[config.mk]
export PLATFORM = sky130hd
export DESIGN_NAME = mem_bridge_flat
export DESIGN_NICKNAME = d
export VERILOG_FILES = /design/src/rtl/jspcpu_pkg.sv /design/src/rtl/mem_bridge_if.sv /design/src/rtl/mem_bridge_wait_counter.sv /design/src/rtl/mem_bridge.sv /design/src/flat_wrapper.sv
export SDC_FILE = /design/constraint.sdc
export NUM_CORES = 1
export LEC_CHECK = 0
export CAP_MARGIN = 10
export CORE_MARGIN = 10
export CORE_UTILIZATION = 49
export CTS_BUF_LIST = sky130_fd_sc_hd__clkbuf_2
export DETAILED_ROUTE_END_ITERATION = 8
export PLACE_DENSITY = 0.87
export REMOVE_ABC_BUFFERS = 1
export SYNTH_ARGS = -nofsm -noshare
export SYNTH_HDL_FRONTEND = slang
export SYNTH_SLANG_ARGS = --single-unit
export TNS_END_PERCENT = 50
[constraint.sdc]
create_clock -name clk -period 3.9 [get_ports clk]
set_input_delay 0.39 -clock clk [delete_from_list [all_inputs] [get_ports clk]]
set_output_delay 0.39 -clock clk [all_outputs]
set_load 0.02 [all_outputs]
[src/rtl/jspcpu_pkg.sv]
// Shared CPU definitions: FSM state encodings, bridge opcodes and
// default bus widths for the memory-side peripherals.
package jspcpu_pkg;

    typedef enum logic [2:0] {
        ST_IDLE    = 3'd0,
        ST_SETUP   = 3'd1,
        ST_ACCESS  = 3'd2,
        ST_RECOVER = 3'd3,
        ST_HOLD    = 3'd4
    } state_e;

    typedef enum logic {
        OP_READ  = 1'b0,
        OP_WRITE = 1'b1
    } op_e;

    localparam int DEF_WIDTH_ADDR = 16;
    localparam int DEF_WIDTH_MAIN = 8;
    localparam int WAIT_W         = 4;

endpackage

[src/rtl/mem_bridge_if.sv]
// CPU-side request bus and SRAM pin bundle for the memory bridge.
// The bridge is the slave; the CPU/SRAM environment is the master.
interface mem_bridge_if import jspcpu_pkg::*; #(
    parameter int WIDTH_ADDR = DEF_WIDTH_ADDR,
    parameter int WIDTH_MAIN = DEF_WIDTH_MAIN
);
    logic [WIDTH_ADDR-1:0] addr_in;
    logic                  addr_valid;
    logic [WIDTH_MAIN-1:0] main_in;
    logic                  read_mem;
    logic                  write_mem;
    logic [WIDTH_MAIN-1:0] main_out;
    logic                  main_en;
    logic                  ready;
    logic [WIDTH_ADDR-1:0] sram_addr;
    logic [WIDTH_MAIN-1:0] sram_dq_out;
    logic [WIDTH_MAIN-1:0] sram_dq_in;
    logic                  sram_dq_oe;
    logic                  sram_ce_n;
    logic                  sram_oe_n;
    logic                  sram_we_n;

    modport slave (
        input  addr_in, addr_valid, main_in,
        input  read_mem, write_mem, sram_dq_in,
        output main_out, main_en, ready,
        output sram_addr, sram_dq_out, sram_dq_oe,
        output sram_ce_n, sram_oe_n, sram_we_n
    );

    modport master (
        output addr_in, addr_valid, main_in,
        output read_mem, write_mem, sram_dq_in,
        input  main_out, main_en, ready,
        input  sram_addr, sram_dq_out, sram_dq_oe,
        input  sram_ce_n, sram_oe_n, sram_we_n
    );

endinterface

[src/rtl/mem_bridge_wait_counter.sv]
// Loadable 4-bit down-counter with zero flag, shared by the
// wait-stated peripherals. Decrement saturates at zero.
module wait_counter import jspcpu_pkg::*; (
    input  logic              clk,
    input  logic              rst,
    input  logic              load_i,
    input  logic [WAIT_W-1:0] load_val_i,
    input  logic              dec_i,
    output logic              zero_o
);
    logic [WAIT_W-1:0] cnt_q, cnt_d;

    always_comb begin
        cnt_d = cnt_q;
        if (load_i)
            cnt_d = load_val_i;
        else if (dec_i && cnt_q != '0)
            cnt_d = cnt_q - 1'b1;
    end

    always_ff @(posedge clk or posedge rst) begin
        if (rst)
            cnt_q <= '0;
        else
            cnt_q <= cnt_d;
    end

    assign zero_o = (cnt_q == '0);

endmodule

[src/rtl/mem_bridge.sv]
// Wait-stated bridge from the CPU address/main buses to an async SRAM.
// All SRAM strobes and bus outputs are registered straight off the FSM.
module mem_bridge import jspcpu_pkg::*; #(
    parameter int WIDTH_ADDR  = DEF_WIDTH_ADDR,
    parameter int WIDTH_MAIN  = DEF_WIDTH_MAIN,
    parameter int WAIT_STATES = 2
) (
    input  logic         clk,
    input  logic         reset,
    mem_bridge_if.slave  bus
);
    localparam logic [WAIT_W-1:0] WS_LD = WAIT_W'(WAIT_STATES);

    state_e                state_q;
    op_e                   op_q;
    logic [WIDTH_ADDR-1:0] addr_q;
    logic [WIDTH_MAIN-1:0] dout_q;
    logic [WIDTH_MAIN-1:0] mout_q;
    logic                  men_q;
    logic                  rdy_q;
    logic                  ce_n_q;
    logic                  oe_n_q;
    logic                  we_n_q;
    logic                  dq_oe_q;

    logic cnt_load, cnt_dec, cnt_zero;

    assign cnt_load = (state_q == ST_SETUP);
    assign cnt_dec  = (state_q == ST_ACCESS);

    wait_counter u_wait (
        .clk        (clk),
        .rst        (reset),
        .load_i     (cnt_load),
        .load_val_i (WS_LD),
        .dec_i      (cnt_dec),
        .zero_o     (cnt_zero)
    );

    always_ff @(posedge clk or posedge reset) begin
        if (reset) begin
            state_q <= ST_IDLE;
            op_q    <= OP_READ;
            addr_q  <= '0;
            dout_q  <= '0;
            mout_q  <= '0;
            men_q   <= 1'b0;
            rdy_q   <= 1'b1;
            ce_n_q  <= 1'b1;
            oe_n_q  <= 1'b1;
            we_n_q  <= 1'b1;
            dq_oe_q <= 1'b0;
        end else begin
            unique case (state_q)
                ST_IDLE: begin
                    // both strobes low is illegal and falls through
                    if (bus.addr_valid && (bus.read_mem ^ bus.write_mem)) begin
                        addr_q  <= bus.addr_in;
                        state_q <= ST_SETUP;
                        rdy_q   <= 1'b0;
                        ce_n_q  <= 1'b0;
                        if (!bus.write_mem) begin
                            op_q    <= OP_WRITE;
                            dout_q  <= bus.main_in;
                            dq_oe_q <= 1'b1;
                        end else begin
                            op_q   <= OP_READ;
                            oe_n_q <= 1'b0;
                        end
                    end
                end
                ST_SETUP: begin
                    state_q <= ST_ACCESS;
                    if (op_q == OP_WRITE)
                        we_n_q <= 1'b0;
                end
                ST_ACCESS: begin
                    if (cnt_zero) begin
                        if (op_q == OP_WRITE) begin
                            we_n_q  <= 1'b1;
                            state_q <= ST_RECOVER;
                        end else begin
                            mout_q  <= bus.sram_dq_in;
                            men_q   <= ~bus.read_mem;
                            rdy_q   <= 1'b1;
                            ce_n_q  <= 1'b1;
                            oe_n_q  <= 1'b1;
                            state_q <= ST_HOLD;
                        end
                    end
                end
                ST_RECOVER: begin
                    ce_n_q  <= 1'b1;
                    dq_oe_q <= 1'b0;
                    rdy_q   <= 1'b1;
                    state_q <= ST_IDLE;
                end
                ST_HOLD: begin
                    men_q <= ~bus.read_mem;
                    if (bus.read_mem)
                        state_q <= ST_IDLE;
                end
                default: state_q <= ST_IDLE;
            endcase
        end
    end

    assign bus.main_out    = mout_q;
    assign bus.main_en     = men_q;
    assign bus.ready       = rdy_q;
    assign bus.sram_addr   = addr_q;
    assign bus.sram_dq_out = dout_q;
    assign bus.sram_dq_oe  = dq_oe_q;
    assign bus.sram_ce_n   = ce_n_q;
    assign bus.sram_oe_n   = oe_n_q;
    assign bus.sram_we_n   = we_n_q;

endmodule

[src/flat_wrapper.sv]
// flat-port wrapper written by rule: the top's interface ports become plain ports
module mem_bridge_flat import jspcpu_pkg::*;
#(
    parameter int WIDTH_ADDR  = DEF_WIDTH_ADDR,
    parameter int WIDTH_MAIN  = DEF_WIDTH_MAIN,
    parameter int WAIT_STATES = 2
)
  (clk, reset, bus_addr_in, bus_addr_valid, bus_main_in, bus_read_mem, bus_write_mem, bus_sram_dq_in, bus_main_out, bus_main_en, bus_ready, bus_sram_addr, bus_sram_dq_out, bus_sram_dq_oe, bus_sram_ce_n, bus_sram_oe_n, bus_sram_we_n);
  mem_bridge_if #(.WIDTH_ADDR(WIDTH_ADDR), .WIDTH_MAIN(WIDTH_MAIN)) bus_i ();
  input  logic clk;
  input  logic reset;
  input wire logic [$bits(bus_i.addr_in)-1:0] bus_addr_in;
  input wire logic [$bits(bus_i.addr_valid)-1:0] bus_addr_valid;
  input wire logic [$bits(bus_i.main_in)-1:0] bus_main_in;
  input wire logic [$bits(bus_i.read_mem)-1:0] bus_read_mem;
  input wire logic [$bits(bus_i.write_mem)-1:0] bus_write_mem;
  input wire logic [$bits(bus_i.sram_dq_in)-1:0] bus_sram_dq_in;
  output wire logic [$bits(bus_i.main_out)-1:0] bus_main_out;
  output wire logic [$bits(bus_i.main_en)-1:0] bus_main_en;
  output wire logic [$bits(bus_i.ready)-1:0] bus_ready;
  output wire logic [$bits(bus_i.sram_addr)-1:0] bus_sram_addr;
  output wire logic [$bits(bus_i.sram_dq_out)-1:0] bus_sram_dq_out;
  output wire logic [$bits(bus_i.sram_dq_oe)-1:0] bus_sram_dq_oe;
  output wire logic [$bits(bus_i.sram_ce_n)-1:0] bus_sram_ce_n;
  output wire logic [$bits(bus_i.sram_oe_n)-1:0] bus_sram_oe_n;
  output wire logic [$bits(bus_i.sram_we_n)-1:0] bus_sram_we_n;
  assign bus_i.addr_in = bus_addr_in;
  assign bus_i.addr_valid = bus_addr_valid;
  assign bus_i.main_in = bus_main_in;
  assign bus_i.read_mem = bus_read_mem;
  assign bus_i.write_mem = bus_write_mem;
  assign bus_i.sram_dq_in = bus_sram_dq_in;
  assign bus_main_out = bus_i.main_out;
  assign bus_main_en = bus_i.main_en;
  assign bus_ready = bus_i.ready;
  assign bus_sram_addr = bus_i.sram_addr;
  assign bus_sram_dq_out = bus_i.sram_dq_out;
  assign bus_sram_dq_oe = bus_i.sram_dq_oe;
  assign bus_sram_ce_n = bus_i.sram_ce_n;
  assign bus_sram_oe_n = bus_i.sram_oe_n;
  assign bus_sram_we_n = bus_i.sram_we_n;
  mem_bridge #(.WIDTH_ADDR(WIDTH_ADDR), .WIDTH_MAIN(WIDTH_MAIN), .WAIT_STATES(WAIT_STATES)) u_core (.clk(clk), .reset(reset), .bus(bus_i));
endmodule
Word-level counts from Yosys, hierarchy flattened
Cells that the tools add are included.
Widths: inputs -> output; s select.
- output and inout port bits: 38
- register bits after elaboration: 45
- word-level logic and storage cells: 73
- input port bits: 37
- muxes and demuxes: 25
- $add $sub $neg: 1
- reductions and logical operators: 20
- bitwise gates (word level): 4
- equal/unequal tests: 12
- operators with widths (cell ; count):
    $reduce_and 3->1 ; 5
    $mux 1 ; 13
    $mux 3 ; 4
    $pmux 3 s4 ; 1
    $reduce_bool 2->1 ; 5
    $mux 4 ; 2
    $ne 2x1->1 const B ; 4
    $ne 2x2->1 const B ; 4
    $pmux 1 s2 ; 4
    $reduce_and 4->1 ; 2
    $eq 3x2->1 const B ; 2
    $reduce_and 5->1 ; 1
    $logic_not 4->1 ; 1
    $reduce_bool 4->1 ; 1
    $sub 4x1->4 const B ; 1
    $eq 3x1->1 const B ; 1
    $eq 3x3->1 const B ; 1
    $logic_not 3->1 ; 1
    $not 1->1 ; 3
    $pmux 1 s3 ; 1
    $reduce_bool 3->1 ; 1
    $logic_and 1x1->1 ; 2
    $reduce_and 2->1 ; 1
    $xor 1x1->1 ; 1

Longest topological paths before layout
- word-level depth: 4
- depth in mapped cells: 5
- mapped depth without buffers: 5

By module
From an unflattened synthesis, not the netlist that was laid out.
- cells, all modules: 147
- area total of the unflattened synthesis: 1993.2 um2
- by module, submodules not included (module ; seq. area each (um2) ; cells each ; times used ; area each (um2)):
    mem_bridge ; 1029.7 ; 119 ; 1 ; 1731.7
    wait_counter ; 100.1 ; 28 ; 1 ; 261.5

Least setup slack after synthesis
Ideal clock, no wire load.
- kind: flip-flop to flip-flop
- start: register u_core.u_wait.cnt_q[0]
- end: register u_core.u_wait.cnt_q[1]
- setup time: 127 ps
- cell stages (with the launch flop): 6
- clock period less this slack: 1681 ps
- data arrival time: 1554 ps
- path slack: 2219 ps
- data required time: 3773 ps
- path buffers: 0
- cells stage by stage: dfrtp_1 inv_1 ha_1 or3b_2 a21oi_1 o2bb2a_1
- cells in the longest elaborated chain, start to end: 3
- elaborated cells on any way between the ends: 6
- classes of those cells: 1 x add/sub; 2 x mux; 3 x reduce/logical
- RTL lines (item ; RTL line ; text):
    start: declaration ; mem_bridge_wait_counter.sv:11 ; logic [WAIT_W-1:0] cnt_q, cnt_d;
    start signal: assignment ; mem_bridge_wait_counter.sv:25 ; cnt_q <= cnt_d;
    $sub 4x1->4 / $reduce_bool 4->1 (equally long branches) ; mem_bridge_wait_counter.sv:18, mem_bridge_wait_counter.sv:17 ;
    $mux 4 / $logic_and 1x1->1 (equally long branches) ; mem_bridge_wait_counter.sv:17 ; else if (dec_i && cnt_q != '0)
    $mux 4 / $reduce_bool 2->1 (equally long branches) ; n/a ;
Several ways; a longest one is shown, not always the timed one. The select of a mux whose other input is x is not followed.
A chain may end at the register's enable or synchronous reset.

==> results.txt <==
* Maximum number of pins on one net before global-route repair: 46
- The most used flip-flop cell after synthesis is dfrtp_1.
- Count of state elements after synthesis: 45
- Wires add up to around 4900 um.
- Global routing finished with a remaining overflow of 0.
* Leak Pwr: 1.208 nW
- Of all flip-flops after synthesis, the portion carrying an async set or reset was 1.000.
* FP Rows: 23
* WL/cell: 17.58 um
- Number of sinks on the clock net: 45
- TritonCTS built the clock tree.
- The min-delay analysis places its worst path in the category primary input to async pin.
- For the worst-skew pair, the clock arrives at the later sink with an insertion delay of 0.44 ns.
- The worst setup path is launched from a flop.
- Global Route met3 Usage: 0.07150
- GPL Wtd Cong: 0.7604
* Cell area after synthesis: just over 2000 sq um
- The worst path meets setup with 1.828 ns of slack.
- The total area inside the core boundary comes to 4000 sq um.
- Max-cap violations in this run came to 0.
- After clock tree synthesis, the clock-pin slew on the worst setup and hold paths is 0.26 ns.
* Synth Instances: approximately 150
* Source of the critical timing path: u_core.bus.ready
- Critical path capture point type: output port
- Filler Cell Count: 277
- Tcrit/Tclk final: 0.5314
* Post-Route Skew: 0.02442 ns
* Wire length of the first global-routing pass: slightly above 8000 um
- Area delta synth->final: 40.53%
- Register area: 1130 sq um
- P per Cell Area: roughly 800 nW/um^2
- At the pin with the least slew margin, the transition time is 0.6136 ns.
- Setup repair after global routing left no endpoint under its margin.
- For met1 alone, demand over resource in global routing was 0.1529.
- Data required, critical path: 3.51 ns
- In this run the critical register-to-register path is launched from u_core.u_wait.cnt_q[0].
- Height of the die: 84.44 um
- Per-cell via count in the routed design: ~5.4
- The number of global-route vias before repair is 1,584.
* Top cell types by occurrence after synthesis: dfrtp_1 (42), mux2_2 (24), mux2_4 (8)
- Share of post-route cells with drive strength above 1: 0.2257
* Overall via count from detail_route: between 1,000 and 1,500
- In this run, synthesis inferred 0 flip-flops with an integrated enable.
* Post-CTS setup buffer count: 0
- The HPWL after detailed placement is about 3700 um.
- In the final layout, the multi-input gates occupy 842.1 sq um.
- Count leader, synth: dfrtp_1
- Die Width: 84.44 um
- Critical path's slowest cell: dfstp_2
- The number of antenna diodes in the final layout is 0.
- Detail Route Antenna Nets: 0
* DRC errors left: 0
- Ports placed on the boundary: 75
- Initial antenna violation count: 0
- The share of the Yosys chip area taken by registers is 0.5554.
- RR Endpoint: u_core.bus.main_out[3]
- Clock buffers created by TritonCTS: 5
* Relative slew margins: 0.5909
- The total count of max-transition violations in the final report came to 0.
- Number of DRC markers after the initial detailed-route iteration: about 120
* Critical path start-end classification: flop to output port
- The clock passes through at most 2 buffers.
* Cell-by-cell trace of the critical path: clkdlybuf4s50_1
- Worst vdd ir: 0.0004236 V
* H-tree levels: 2
* Outcome: complete, no violations
- Final Setup Violations: 0
- Die Outline Area: 7129 sq um
- Initial standard-cell utilization of the core: 0.5086
- STA puts the critical path data arrival time at 1.68 ns.
* Count of instances resized after the clock tree is built: 0
- The tree is rooted in a clkbuf_2.
* Top cells by area in the synthesized netlist: dfrtp_1 (52%), mux2_2 (13%), mux2_4 (5.9%)
* Global routing usage summed across all routing layers: 0.1385
* FMAX: 482.5 MHz
* Final hold violations: 0
- Averaged over all synthesized cells, the footprint is 13.65 sq um.
- Port Buffer Count: 74
* Global-route track usage on met2: 0.2261
* Most used routing layer: met2
- OpenSTA, run right after detailed placement, puts the worst setup slack at 1.830 ns.
* Buffers plus inverters on the worst setup path: 1
- In this run, post-CTS hold repair placed 0 buffers.
- Fraction of post-synthesis cell area in the top cell type by area: 0.5166
* Fin Setup TNS: 0 ns
- Final critical-path required period: around 2.1 ns
* Highest cell delay on the worst timing path: 0.62 ns
* Distinct cell type count after synthesis: 43
- Yosys printed 0 warnings.
* Worst r2r path cells: 5
* Worst setup slack for register-to-register paths: 2.01 ns
* Top Family by Delay on Critical Path: flip-flops
- Before antenna repair, the detailed router went through 4 iterations.
- Nets: 263
- Worst-path fanout max: 4
- The largest total area in the synthesized netlist belongs to dfrtp_1.
-- logic make-up (layout without fill, tap and decap cells) --
family | count (synthesis) | in the layout | share of synthesized area
buffers and inverters | 13 | 90 | 0.03076
AND/OR/NAND/NOR | 32 | 32 | 0.1162
AO/OA/AOI/OAI | 24 | 24 | 0.09041
flip-flops | 45 | 45 | 0.5554
XOR/XNOR | 1 | 1 | 0.004306
multiplexers | 33 | 33 | 0.1968
adder cells (fa/ha/maj) | 1 | 1 | 0.006149
-- cells in the final DEF (no fill, tap or decap), types with 2 or more instances in the layout --
master / Yosys / final
a21oi_1: 3 / 3
a22oi_1: 2 / 2
a32oi_1: 4 / 4
clkbuf_2: 0 / 5
clkdlybuf4s50_1: 0 / 74
dfrtp_1: 42 / 42
dfstp_2: 3 / 3
inv_1: 7 / 6
mux2_2: 24 / 24
mux2_4: 8 / 8
nand2_1: 4 / 4
nand3b_1: 2 / 2
nor2_1: 5 / 5
nor2b_1: 6 / 6
nor3_1: 2 / 2
nor4b_1: 2 / 2
nor4b_4: 2 / 2
o21ai_0: 4 / 4
-- worst reg2reg max path, cell delays in order, from the launching register on --
cell and delay, ns:
dfrtp_1 0.47, inv_1 0.09, ha_1 0.25, nor4b_4 0.36, nand2_1 0.31, mux2_2 0.35
-- per-layer routing --
layer / part of all wire / vias to the layer above / wire length (um)
li1: - / 692 / -
met1: 0.39 / 735 / 1910
met2: 0.50 / 46 / 2422
met3: 0.094 / 6 / 456
met4: 0.013 / 0 / 63
met5: 0 / - / 0
-- cell type report --
cell class | instances | area share
clock inverters | 3 | 0.008753
clock buffers | 5 | 0.008753
well taps | 50 | 0.02188
inverters | 7 | 0.009190
multi-input cells | 91 | 0.2945
flip-flops and latches | 45 | 0.3952
repair buffers | 75 | 0.2617
-- stage by stage --
step	instances	power (mW)	hold WS (ns)	utilization	area (sq um)
floorplan	143	1.540	0.5107	-	1998
global placement	268	2.075	0.4672	0.7022	2809
detailed placement	268	2.111	0.4734	0.7022	2809
CTS	276	2.326	0.3456	0.7147	2859
global route	276	2.444	0.3765	0.7147	2859
finish	276	2.299	0.3518	0.7147	2859
-- worst max path at each step --
stage,cells after the start,to
5_1_grt,1,bus_sram_ce_n
6_report,1,bus_sram_ce_n
4_1_cts,1,bus_sram_ce_n
3_3_place_gp,4,u_core.bus.sram_addr[15]
3_5_place_dp,4,u_core.bus.sram_addr[4]
2_1_floorplan,5,u_core.u_wait.cnt_q[1]
-- power by group --
group          total (mW)  leakage, nW  internal, mW  switching [mW]
Clock               0.213       0.0296        0.0477           0.165
Combinational        1.20        0.648         0.657           0.546
Sequential          0.884        0.531         0.696           0.188
-- registers in the layout, indices dropped and copies added (netlist names) --
register	count
u_core.u_wait.cnt_q	4
u_core.op_q	1
u_core.bus.ready	1
u_core.bus.sram_oe_n	1
u_core.bus.main_out	8
u_core.bus.sram_addr	16
u_core.bus.main_en	1
u_core.state_q	3
u_core.bus.sram_dq_oe	1
u_core.bus.sram_dq_out	8
u_core.bus.sram_we_n	1
(Power assumes the default switching activity.)
